[config.mk]
export PLATFORM = sky130hd
export DESIGN_NAME = mem_display_sequencer_flat
export DESIGN_NICKNAME = d
export VERILOG_FILES = /design/src/rtl/mem_display_sequencer_if.sv /design/src/rtl/mem_display_sequencer.sv /design/src/flat_wrapper.sv
export SDC_FILE = /design/constraint.sdc
export NUM_CORES = 1
export LEC_CHECK = 0
export ABC_AREA = 1
export BUFFER_PORTS_ARGS = -buffer_cell sky130_fd_sc_hd__clkbuf_2
export CAP_MARGIN = 40
export CORE_ASPECT_RATIO = 2
export CORE_UTILIZATION = 50
export CTS_CLUSTER_SIZE = 14
export DETAILED_ROUTE_END_ITERATION = 7
export GPL_TIMING_DRIVEN = 0
export PLACE_DENSITY = 0.77
export SYNTH_ARGS = -nofsm -noshare
export SYNTH_HDL_FRONTEND = slang
export SYNTH_SLANG_ARGS = --single-unit
[constraint.sdc]
create_clock -name clk -period 2.75 [get_ports clk]
set_input_delay 0.275 -clock clk [delete_from_list [all_inputs] [get_ports clk]]
set_output_delay 0.275 -clock clk [all_outputs]
set_load 0.05 [all_outputs]
[src/rtl/mem_display_sequencer_if.sv]
// mem_display_sequencer_if: memory read port (req/ack) between the display
// sequencer and the memory it browses. The sequencer drives the master side.
interface mem_display_sequencer_if #(
  parameter int unsigned ADDR_W = 16
) ();

  logic              mem_rd;
  logic [ADDR_W-1:0] mem_addr;
  logic              mem_ack;
  logic [15:0]       mem_rdata;

  modport master (
    output mem_rd,
    output mem_addr,
    input  mem_ack,
    input  mem_rdata
  );

  modport slave (
    input  mem_rd,
    input  mem_addr,
    output mem_ack,
    output mem_rdata
  );

endinterface

[src/rtl/mem_display_sequencer.sv]
// mem_display_sequencer: walks a read address through memory, fetches each
// word over a req/ack handshake and holds the address/data pair on the
// seven-segment datapath for a programmable number of scan ticks.
// Optional feature: define SEQ_TIMEOUT_EN to bound the wait for mem_ack;
// a timed-out fetch shows 16'hEEEE and sets the sticky err flag.
module mem_display_sequencer #(
  parameter int unsigned ADDR_W      = 16,
  parameter int unsigned DWELL_TICKS = 480,
  parameter int unsigned TIMEOUT_CYC = 15
) (
  input  logic                       clk,
  input  logic                       reset_n,
  input  logic                       tick,
  input  logic                       load,
  input  logic                       step,
  input  logic                       run,
  input  logic                       dir,
  input  logic [ADDR_W-1:0]          start_addr,
  mem_display_sequencer_if.master    mem,
  output logic [15:0]                disp_addr,
  output logic [15:0]                disp_data,
  output logic                       disp_valid,
  output logic                       busy,
  output logic                       err
);

  localparam int unsigned DWELL_W = (DWELL_TICKS > 1) ? $clog2(DWELL_TICKS) : 1;
  localparam logic [DWELL_W-1:0] DWELL_LAST = DWELL_W'(DWELL_TICKS - 1);

  // Reject parameter values the datapath cannot represent.
  if (ADDR_W < 1 || ADDR_W > 16 || DWELL_TICKS < 1 || TIMEOUT_CYC < 1) begin : g_param_check
    $error("mem_display_sequencer: illegal parameter value");
  end

  typedef enum logic [1:0] {
    IDLE  = 2'd0,
    FETCH = 2'd1,
    SHOW  = 2'd2
  } state_t;

  state_t              state, state_nx;
  logic [ADDR_W-1:0]   addr_reg, addr_nx, addr_adv;
  logic [DWELL_W-1:0]  dwell_cnt, dwell_nx;
  logic                mem_rd_q, mem_rd_nx;
  logic                busy_nx;
  logic [15:0]         disp_addr_nx, disp_data_nx;
  logic                disp_valid_nx;

`ifdef SEQ_TIMEOUT_EN
  localparam int unsigned TMO_W = (TIMEOUT_CYC > 1) ? $clog2(TIMEOUT_CYC) : 1;
  localparam logic [TMO_W-1:0] TMO_LAST = TMO_W'(TIMEOUT_CYC - 1);

  logic [TMO_W-1:0] tmo_cnt, tmo_nx;
  logic             err_q, err_nx;

  assign err = err_q;
`else
  assign err = 1'b0;
`endif

  assign mem.mem_rd   = mem_rd_q;
  assign mem.mem_addr = addr_reg;

  // Neighbouring address in the selected direction, wrapping modulo 2^ADDR_W.
  assign addr_adv = dir ? (addr_reg - ADDR_W'(1)) : (addr_reg + ADDR_W'(1));

  // Next-state and next-register values for the sequencer.
  always_comb begin
    state_nx      = state;
    addr_nx       = addr_reg;
    dwell_nx      = dwell_cnt;
    disp_addr_nx  = disp_addr;
    disp_data_nx  = disp_data;
    disp_valid_nx = disp_valid;
`ifdef SEQ_TIMEOUT_EN
    tmo_nx        = tmo_cnt;
    err_nx        = err_q;
`endif

    case (state)
      IDLE: begin
        if (load) begin
          addr_nx  = start_addr;
          state_nx = FETCH;
`ifdef SEQ_TIMEOUT_EN
          err_nx   = 1'b0;
`endif
        end else if (step) begin
          addr_nx  = addr_adv;
          state_nx = FETCH;
        end else if (run) begin
          state_nx = FETCH;
        end
      end

      FETCH: begin
        if (mem.mem_ack) begin
          disp_data_nx  = mem.mem_rdata;
          disp_addr_nx  = 16'(addr_reg);
          disp_valid_nx = 1'b1;
          dwell_nx      = '0;
          state_nx      = SHOW;
`ifdef SEQ_TIMEOUT_EN
        end else if (tmo_cnt == TMO_LAST) begin
          disp_data_nx  = 16'hEEEE;
          disp_addr_nx  = 16'(addr_reg);
          disp_valid_nx = 1'b1;
          dwell_nx      = '0;
          err_nx        = 1'b1;
          state_nx      = SHOW;
        end else begin
          tmo_nx        = tmo_cnt + TMO_W'(1);
`endif
        end
      end

      SHOW: begin
        if (load) begin
          addr_nx  = start_addr;
          state_nx = FETCH;
`ifdef SEQ_TIMEOUT_EN
          err_nx   = 1'b0;
`endif
        end else if (step) begin
          addr_nx  = addr_adv;
          dwell_nx = '0;
          state_nx = FETCH;
        end else if (!run) begin
          dwell_nx = '0;
        end else if (tick) begin
          if (dwell_cnt == DWELL_LAST) begin
            addr_nx  = addr_adv;
            dwell_nx = '0;
            state_nx = FETCH;
          end else begin
            dwell_nx = dwell_cnt + DWELL_W'(1);
          end
        end
      end

      default: state_nx = IDLE;
    endcase

    // Request and busy are asserted from the edge that enters FETCH.
    mem_rd_nx = (state_nx == FETCH);
    busy_nx   = (state_nx == FETCH);
`ifdef SEQ_TIMEOUT_EN
    if (state != FETCH) tmo_nx = '0;
`endif
  end

  // State and datapath registers.
  always_ff @(posedge clk or negedge reset_n) begin
    if (!reset_n) begin
      state      <= IDLE;
      addr_reg   <= '0;
      dwell_cnt  <= '0;
      mem_rd_q   <= 1'b0;
      busy       <= 1'b0;
      disp_addr  <= '0;
      disp_data  <= '0;
      disp_valid <= 1'b0;
`ifdef SEQ_TIMEOUT_EN
      tmo_cnt    <= '0;
      err_q      <= 1'b0;
`endif
    end else begin
      state      <= state_nx;
      addr_reg   <= addr_nx;
      dwell_cnt  <= dwell_nx;
      mem_rd_q   <= mem_rd_nx;
      busy       <= busy_nx;
      disp_addr  <= disp_addr_nx;
      disp_data  <= disp_data_nx;
      disp_valid <= disp_valid_nx;
`ifdef SEQ_TIMEOUT_EN
      tmo_cnt    <= tmo_nx;
      err_q      <= err_nx;
`endif
    end
  end

endmodule

[src/flat_wrapper.sv]
// flat-port wrapper written by rule: the top's interface ports become plain ports
module mem_display_sequencer_flat 
#(
  parameter int unsigned ADDR_W      = 16,
  parameter int unsigned DWELL_TICKS = 480,
  parameter int unsigned TIMEOUT_CYC = 15
)
  (clk, reset_n, tick, load, step, run, dir, start_addr, disp_addr, disp_data, disp_valid, busy, err, mem_mem_rd, mem_mem_addr, mem_mem_ack, mem_mem_rdata);
  mem_display_sequencer_if #(.ADDR_W(ADDR_W)) mem_i ();
  input  logic clk;
  input  logic reset_n;
  input  logic tick;
  input  logic load;
  input  logic step;
  input  logic run;
  input  logic dir;
  input  logic [ADDR_W-1:0] start_addr;
  output logic [15:0] disp_addr;
  output logic [15:0] disp_data;
  output logic disp_valid;
  output logic busy;
  output logic err;
  output wire logic [$bits(mem_i.mem_rd)-1:0] mem_mem_rd;
  output wire logic [$bits(mem_i.mem_addr)-1:0] mem_mem_addr;
  input wire logic [$bits(mem_i.mem_ack)-1:0] mem_mem_ack;
  input wire logic [$bits(mem_i.mem_rdata)-1:0] mem_mem_rdata;
  assign mem_mem_rd = mem_i.mem_rd;
  assign mem_mem_addr = mem_i.mem_addr;
  assign mem_i.mem_ack = mem_mem_ack;
  assign mem_i.mem_rdata = mem_mem_rdata;
  mem_display_sequencer #(.ADDR_W(ADDR_W), .DWELL_TICKS(DWELL_TICKS), .TIMEOUT_CYC(TIMEOUT_CYC)) u_core (.clk(clk), .reset_n(reset_n), .tick(tick), .load(load), .step(step), .run(run), .dir(dir), .start_addr(start_addr), .mem(mem_i), .disp_addr(disp_addr), .disp_data(disp_data), .disp_valid(disp_valid), .busy(busy), .err(err));
endmodule
### After elaboration in Yosys (flattened, before gate mapping)

Cells that the tools add are included.

| word-level totals | value |
|---|---|
| register bits after elaboration | 61 |
| input bits | 40 |
| output and inout bits | 52 |
| word-level logic and storage cells | 53 |

| cells by class | value |
|---|---|
| add/subtract/negate cells | 3 |
| equality and inequality tests | 11 |
| muxes and demuxes | 26 |
| reductions and logical operators | 6 |

Operator list:

| operator | number |
|---|---|
| $mux W16 | 8 |
| $mux W9 | 6 |
| $pmux W16 S2 | 1 |
| $mux W2 | 9 |
| $pmux W9 S2 | 1 |
| $add A16 B1 Y16 const B | 1 |
| $sub A16 B1 Y16 const B | 1 |
| $ne A4 B4 Y1 const B | 3 |
| $add A9 B1 Y9 const B | 1 |
| $eq A9 B9 Y1 const B | 1 |
| $pmux W2 S3 | 1 |
| $reduce_and A5 Y1 | 1 |
| $eq A2 B1 Y1 const B | 2 |
| $ne A2 B2 Y1 const B | 2 |
| $ne A4 B3 Y1 const B | 1 |
| $reduce_and A4 Y1 | 1 |
| $reduce_bool A2 Y1 | 2 |
| $ne A3 B3 Y1 const B | 1 |
| $eq A2 B2 Y1 const B | 1 |
| $logic_not A2 Y1 | 1 |
| $reduce_and A2 Y1 | 1 |

### Longest topological paths before layout

| depth | value |
|---|---|
| depth after elaboration | 8 |
| depth in mapped cells | 11 |
| gate-level depth less buffers | 11 |

### Worst setup path after synthesis

Ideal clock, no wire load.

| timing | value |
|---|---|
| path kind | register to register |
| start | reg u_core.addr_reg[0], in the netlist u_core.mem.mem_addr[0] |
| end | reg u_core.addr_reg[8], in the netlist u_core.mem.mem_addr[8] |
| library setup time | 0.066 ns |
| arrival | 1.999 ns |
| data required time | 2.684 ns |
| slack | 0.685 ns |
| cell stages (with the launch flop) | 11 |
| path buffers | 0 |
| clock period less this slack | 2.065 ns |
| path through | dfrtp_1 > inv_1 > fa_1 > inv_1 > nand3_1 > nand3_1 > a21oi_1 > or2_2 > nand3_1 > nand2_1 > nand2_1 |

| between the ends | value |
|---|---|
| word-level cells in the longest chain between the ends | 8 |
| elaborated cells on any way between the ends | 11 |

RTL lines:

| what | line | source |
|---|---|---|
| from (decl) | mem_display_sequencer.sv:42 | `logic [ADDR_W-1:0] addr_reg, addr_nx, addr_adv;` |
| from (signal assigned) | mem_display_sequencer.sv:169 | `addr_reg <= addr_nx;` |
| $add A16 B1 Y16 or $sub A16 B1 Y16 (tied branches) | mem_display_sequencer.sv:65 | `assign addr_adv = dir ? (addr_reg - ADDR_W'(1)) : (addr_reg + ADDR_W'(1));` |
| $mux W16 * | mem_display_sequencer.sv:65 |  |
| $mux W16 | mem_display_sequencer.sv:131 | `if (dwell_cnt == DWELL_LAST) begin` |
| $mux W16 | mem_display_sequencer.sv:130 | `end else if (tick) begin` |
| $mux W16 | mem_display_sequencer.sv:128 | `end else if (!run) begin` |
| $mux W16 | mem_display_sequencer.sv:124 | `end else if (step) begin` |
| $mux W16 | mem_display_sequencer.sv:118 | `if (load) begin` |
| $pmux W16 S2 * | mem_display_sequencer.sv:80 | `case (state)` |

Every way passes the cells marked *; elsewhere a longest branch is shown, timed or not. The select of a mux whose other input is x is not followed.
A chain may end at the register's enable or synchronous reset.

### Worst setup path after layout

Ends and elaborated chain as after synthesis.

==> results list <==
- STA classifies the critical path endpoint as a register.
- Most frequently used flop master after synthesis: sky130_fd_sc_hd__dfrtp_1
- Global routing usage on met3: 0.06263
- For this block, the via count after detailed routing is approximately 3,400.
- Dividing the detail-routed wire length by the instance count gives 13.28 um.
* Critical path class: reg -> reg
- Wire length after detailed routing: 8752 um
- Routability-driven placement finished with a final weighted congestion of 0.8931.
* Sequential fraction of the synthesis area: 0.4242
* Worst Clk Skew: 0.006056 ns
* Count of final hold-check violations: 0
- GRT busiest layer: met2
- Total half-perimeter wirelength after legalization and detailed placement: 6663 um
- Root Buffer: sky130_fd_sc_hd__clkbuf_16
- Effective utilization at floorplan: 0.5185
- The run finished with clean final reports.
- Die W: 61.99 um
- The cell count after synthesis came out at 463.
- Post-CTS setup-driven buffer insertion count: 0
- Launching element type of the critical path: register
* Source of the worst register-to-register timing path: u_core.mem.mem_addr[0]
- Post-synthesis instance area: 3598 um^2
- Share of flip-flops with an asynchronous set or reset after synthesis: 1.000
- In this run the tool buffered the top-level ports with 90 buffer cells.
- Total number of clock tree sinks: 61
- Max Clk Rate: between 500 and 600 MHz
* Leak pwr: ~2.5 nW
- Sorting the synthesized cells by area gives the leading types as sky130_fd_sc_hd__dfrtp_1, sky130_fd_sc_hd__nand2_1, sky130_fd_sc_hd__mux2_2.
- The routed design could run at a clock period as short as 1.922 ns.
* TritonCTS clock tree: built
- Antenna diode count: 0
* FP Rows: 43
- Setup repair after global routing missed its margin: no
* Most numerous cell types in the synthesized netlist: sky130_fd_sc_hd__nand2_1, sky130_fd_sc_hd__inv_1, sky130_fd_sc_hd__dfrtp_1
* Grt total ovfl: 0
- Overall global routing resource usage: 0.2622
- DRT iter0 DRCs: 170
- Final setup margin: 0.8282 ns
- The longest clock path from root to sink contains 2 buffers.
- Synthesis produced a netlist with a net count of 519.
- Dividing the detail-routed via count by the number of cells gives between 5 and 6.
- The tightest hold path in the finished design has a slack of 0.05151 ns.
- The tightest min-delay check is of the in -> async type.
- The first global-routing pass estimated 14,480 um of wire.
- Yosys top cell area share: 0.4242
- Number of top-level pins: 92
- Final cell area excluding filler cells: 4442 um^2
- Count of hold buffers inserted by post-cts repair: 0
* Register clock-pin slew on the reported worst setup and hold paths: 0.05 ns
* Die Area: roughly 7600 um^2
* Count of cell types in the netlist: 32
- Slew at the pin closest to its max-slew limit: approximately 0.8 ns
- At the worst endpoint, the required time is 3.02 ns.
* Worst voltage drop across the vdd grid: 0.8600 mV
- Area of combinational cells with multiple inputs: 1748 um^2
* YS warnings: 0
- Maximum number of pins on one net before global-route repair: 62
* Vias in the first global route: 3,332
- Setup violations remaining at the end of the flow were counted as 0.
- For the worst setup path, the data arrival time is 2.19 ns.
- Area taken by flip-flops and latches: 1526 um^2
* Worst slew margin relative to its limit: 0.4523
- Detailed-router iteration count before antenna repair: 4
- Total of max-cap violations: 0
- Worst setup slack before clock tree synthesis: roughly 0.62 ns
- Die Y-Extent: 122.0 um
- The worst register-to-register path ends at u_core.mem.mem_addr[8].
* Layout filler cell count: 617
- Dominant cell by count in the synthesized netlist: sky130_fd_sc_hd__nand2_1
* Post-route clock period utilization: 0.6988
- In the final timing run, aggregate negative setup slack is 0 ns.
- The initial antenna violation count was 0.
- Depth of the most critical reg-to-reg path: 10
- Final layout net count: 620
* Floorplan Core Area: 6940 um^2
- Power Dens Cells: 1379 nW/um^2
* # resized after CTS: 0
* Synth Area per Inst: 7.772 um^2
- In this run the register-to-register setup slack is 0.83 ns.
* Number of pins exceeding their max-slew limit in the final report: 0
- Signed area change from the synthesized netlist to the final layout: 23.44%
- Antenna Violating Nets Remaining: 0
- Worst Path Max Fanout: 4
- For met2 alone, demand over resource in global routing was 0.4435.
* Largest area contributor in the synthesized netlist: sky130_fd_sc_hd__dfrtp_1
- Buffers inserted during clock tree synthesis total 9.
* H-tree depth: 3
- Number of synthesized flops with an enable pin: 0
* Cell area reported after detailed placement: approximately 4200 um^2
* DRC violations left: 0
- Proportion of layout cells with a drive suffix above 1: 0.2724
- Met1 usage in global routing: 0.2830
- At the later pin of the worst-skew pair, clock insertion delay measures 0.33 ns.
* Total of flip-flops plus latches after synthesis: 61
==> critical path, stage by stage (launching register included) <==
cell and delay [ns]:
sky130_fd_sc_hd__dfrtp_1 0.39, sky130_fd_sc_hd__inv_1 0.11, sky130_fd_sc_hd__fa_1 0.48, sky130_fd_sc_hd__inv_1 0.10, sky130_fd_sc_hd__nand3_1 0.06, sky130_fd_sc_hd__nand3_1 0.15, sky130_fd_sc_hd__a21oi_1 0.10, sky130_fd_sc_hd__or2_2 0.27
sky130_fd_sc_hd__nand3_1 0.06, sky130_fd_sc_hd__nand2_1 0.07, sky130_fd_sc_hd__nand2_1 0.06
==> stage by stage <==
stage	total power (W)	instances	utilization
finish	0.006127	659	0.6400
global route	0.006551	659	0.6400
CTS	0.006160	659	0.6400
detailed placement	0.005103	643	0.6000
global placement	0.005030	643	0.5996
floorplan	0.004270	463	-
==> logic make-up (layout without fill, tap and decap cells) <==
| logic type | Yosys count | count (layout) | synth area share |
|---|---|---|---|
| adder cells (fa/ha/maj) | 16 | 16 | 0.05772 |
| XOR/XNOR | 5 | 5 | 0.01217 |
| other | 1 | 1 | 0.001042 |
| multiplexers | 26 | 26 | 0.08136 |
| buffers and inverters | 80 | 186 | 0.09005 |
| AO/OA/AOI/OAI | 45 | 45 | 0.06815 |
| AND/OR/NAND/NOR | 229 | 229 | 0.2653 |
| flip-flops | 61 | 61 | 0.4242 |
==> sequential cells by signal (all words and copies together) (netlist names) <==
name                 flops
u_core.disp_addr        16
u_core.disp_data        16
u_core.mem.mem_addr     16
u_core.dwell_cnt         9
u_core.state             2
u_core.busy              1
u_core.disp_valid        1
==> final cells by class <==
| cell class | instances | share of cell area |
|---|---|---|
| buffer | 12 | 0.01549 |
| clock buffer | 10 | 0.05380 |
| clock inverter | 6 | 0.008732 |
| inverter | 68 | 0.05746 |
| multi-input combinational | 322 | 0.3935 |
| sequential | 61 | 0.3437 |
| tap | 90 | 0.02535 |
| timing repair buffer | 90 | 0.1020 |
==> power by group <==
part	leakage, nW	internal [W]	switching (W)
logic	1.60	0.00100	0.00253
clock network	0.134	0.000629	0.000404
registers	0.752	0.00128	0.000279
total	2.48	0.00291	0.00322
==> worst max-delay path by stage <==
stage | from | endpoint | slack, ns | cells past startpoint
3_3_place_gp | dir | u_core.mem.mem_addr[8] | 0.67 | 11
4_1_cts | u_core.mem.mem_addr[0] | u_core.mem.mem_addr[8] | 0.83 | 10
2_1_floorplan | u_core.mem.mem_addr[0] | u_core.mem.mem_addr[8] | 0.69 | 10
5_1_grt | u_core.mem.mem_addr[0] | u_core.mem.mem_addr[8] | 0.68 | 10
3_5_place_dp | dir | u_core.mem.mem_addr[8] | 0.62 | 11
6_report | u_core.mem.mem_addr[0] | u_core.mem.mem_addr[8] | 0.83 | 10
==> routing by layer <==
metal	vias to the layer above	routed length [um]
met4	0	351
met1	1578	3194
met2	99	4849
met5	-	0
met3	31	356
li1	1675	-
==> placed cells by master, fill, tap and decap left out, types with 2 or more instances in the layout <==
cell,n
sky130_fd_sc_hd__nand2_1,140
sky130_fd_sc_hd__clkbuf_2,89
sky130_fd_sc_hd__inv_1,65
sky130_fd_sc_hd__dfrtp_1,61
sky130_fd_sc_hd__nor2_1,37
sky130_fd_sc_hd__nand3_1,30
sky130_fd_sc_hd__mux2_2,26
sky130_fd_sc_hd__o21ai_0,19
sky130_fd_sc_hd__ha_1,15
sky130_fd_sc_hd__a21oi_1,14
sky130_fd_sc_hd__clkbuf_16,9
sky130_fd_sc_hd__o21ai_1,6
sky130_fd_sc_hd__nand4_1,5
sky130_fd_sc_hd__nor3_1,5
sky130_fd_sc_hd__clkbuf_1,4
sky130_fd_sc_hd__buf_2,4
sky130_fd_sc_hd__nor2_2,3
sky130_fd_sc_hd__nand2_2,3
sky130_fd_sc_hd__inv_2,3
sky130_fd_sc_hd__buf_4,3
sky130_fd_sc_hd__xor2_1,3
sky130_fd_sc_hd__clkinv_2,3
sky130_fd_sc_hd__nand3_2,2
sky130_fd_sc_hd__o21ai_2,2
sky130_fd_sc_hd__or2_2,2
sky130_fd_sc_hd__xnor2_1,2
sky130_fd_sc_hd__clkinvlp_4,2
Note: power is estimated with default switching activity, not from simulation.
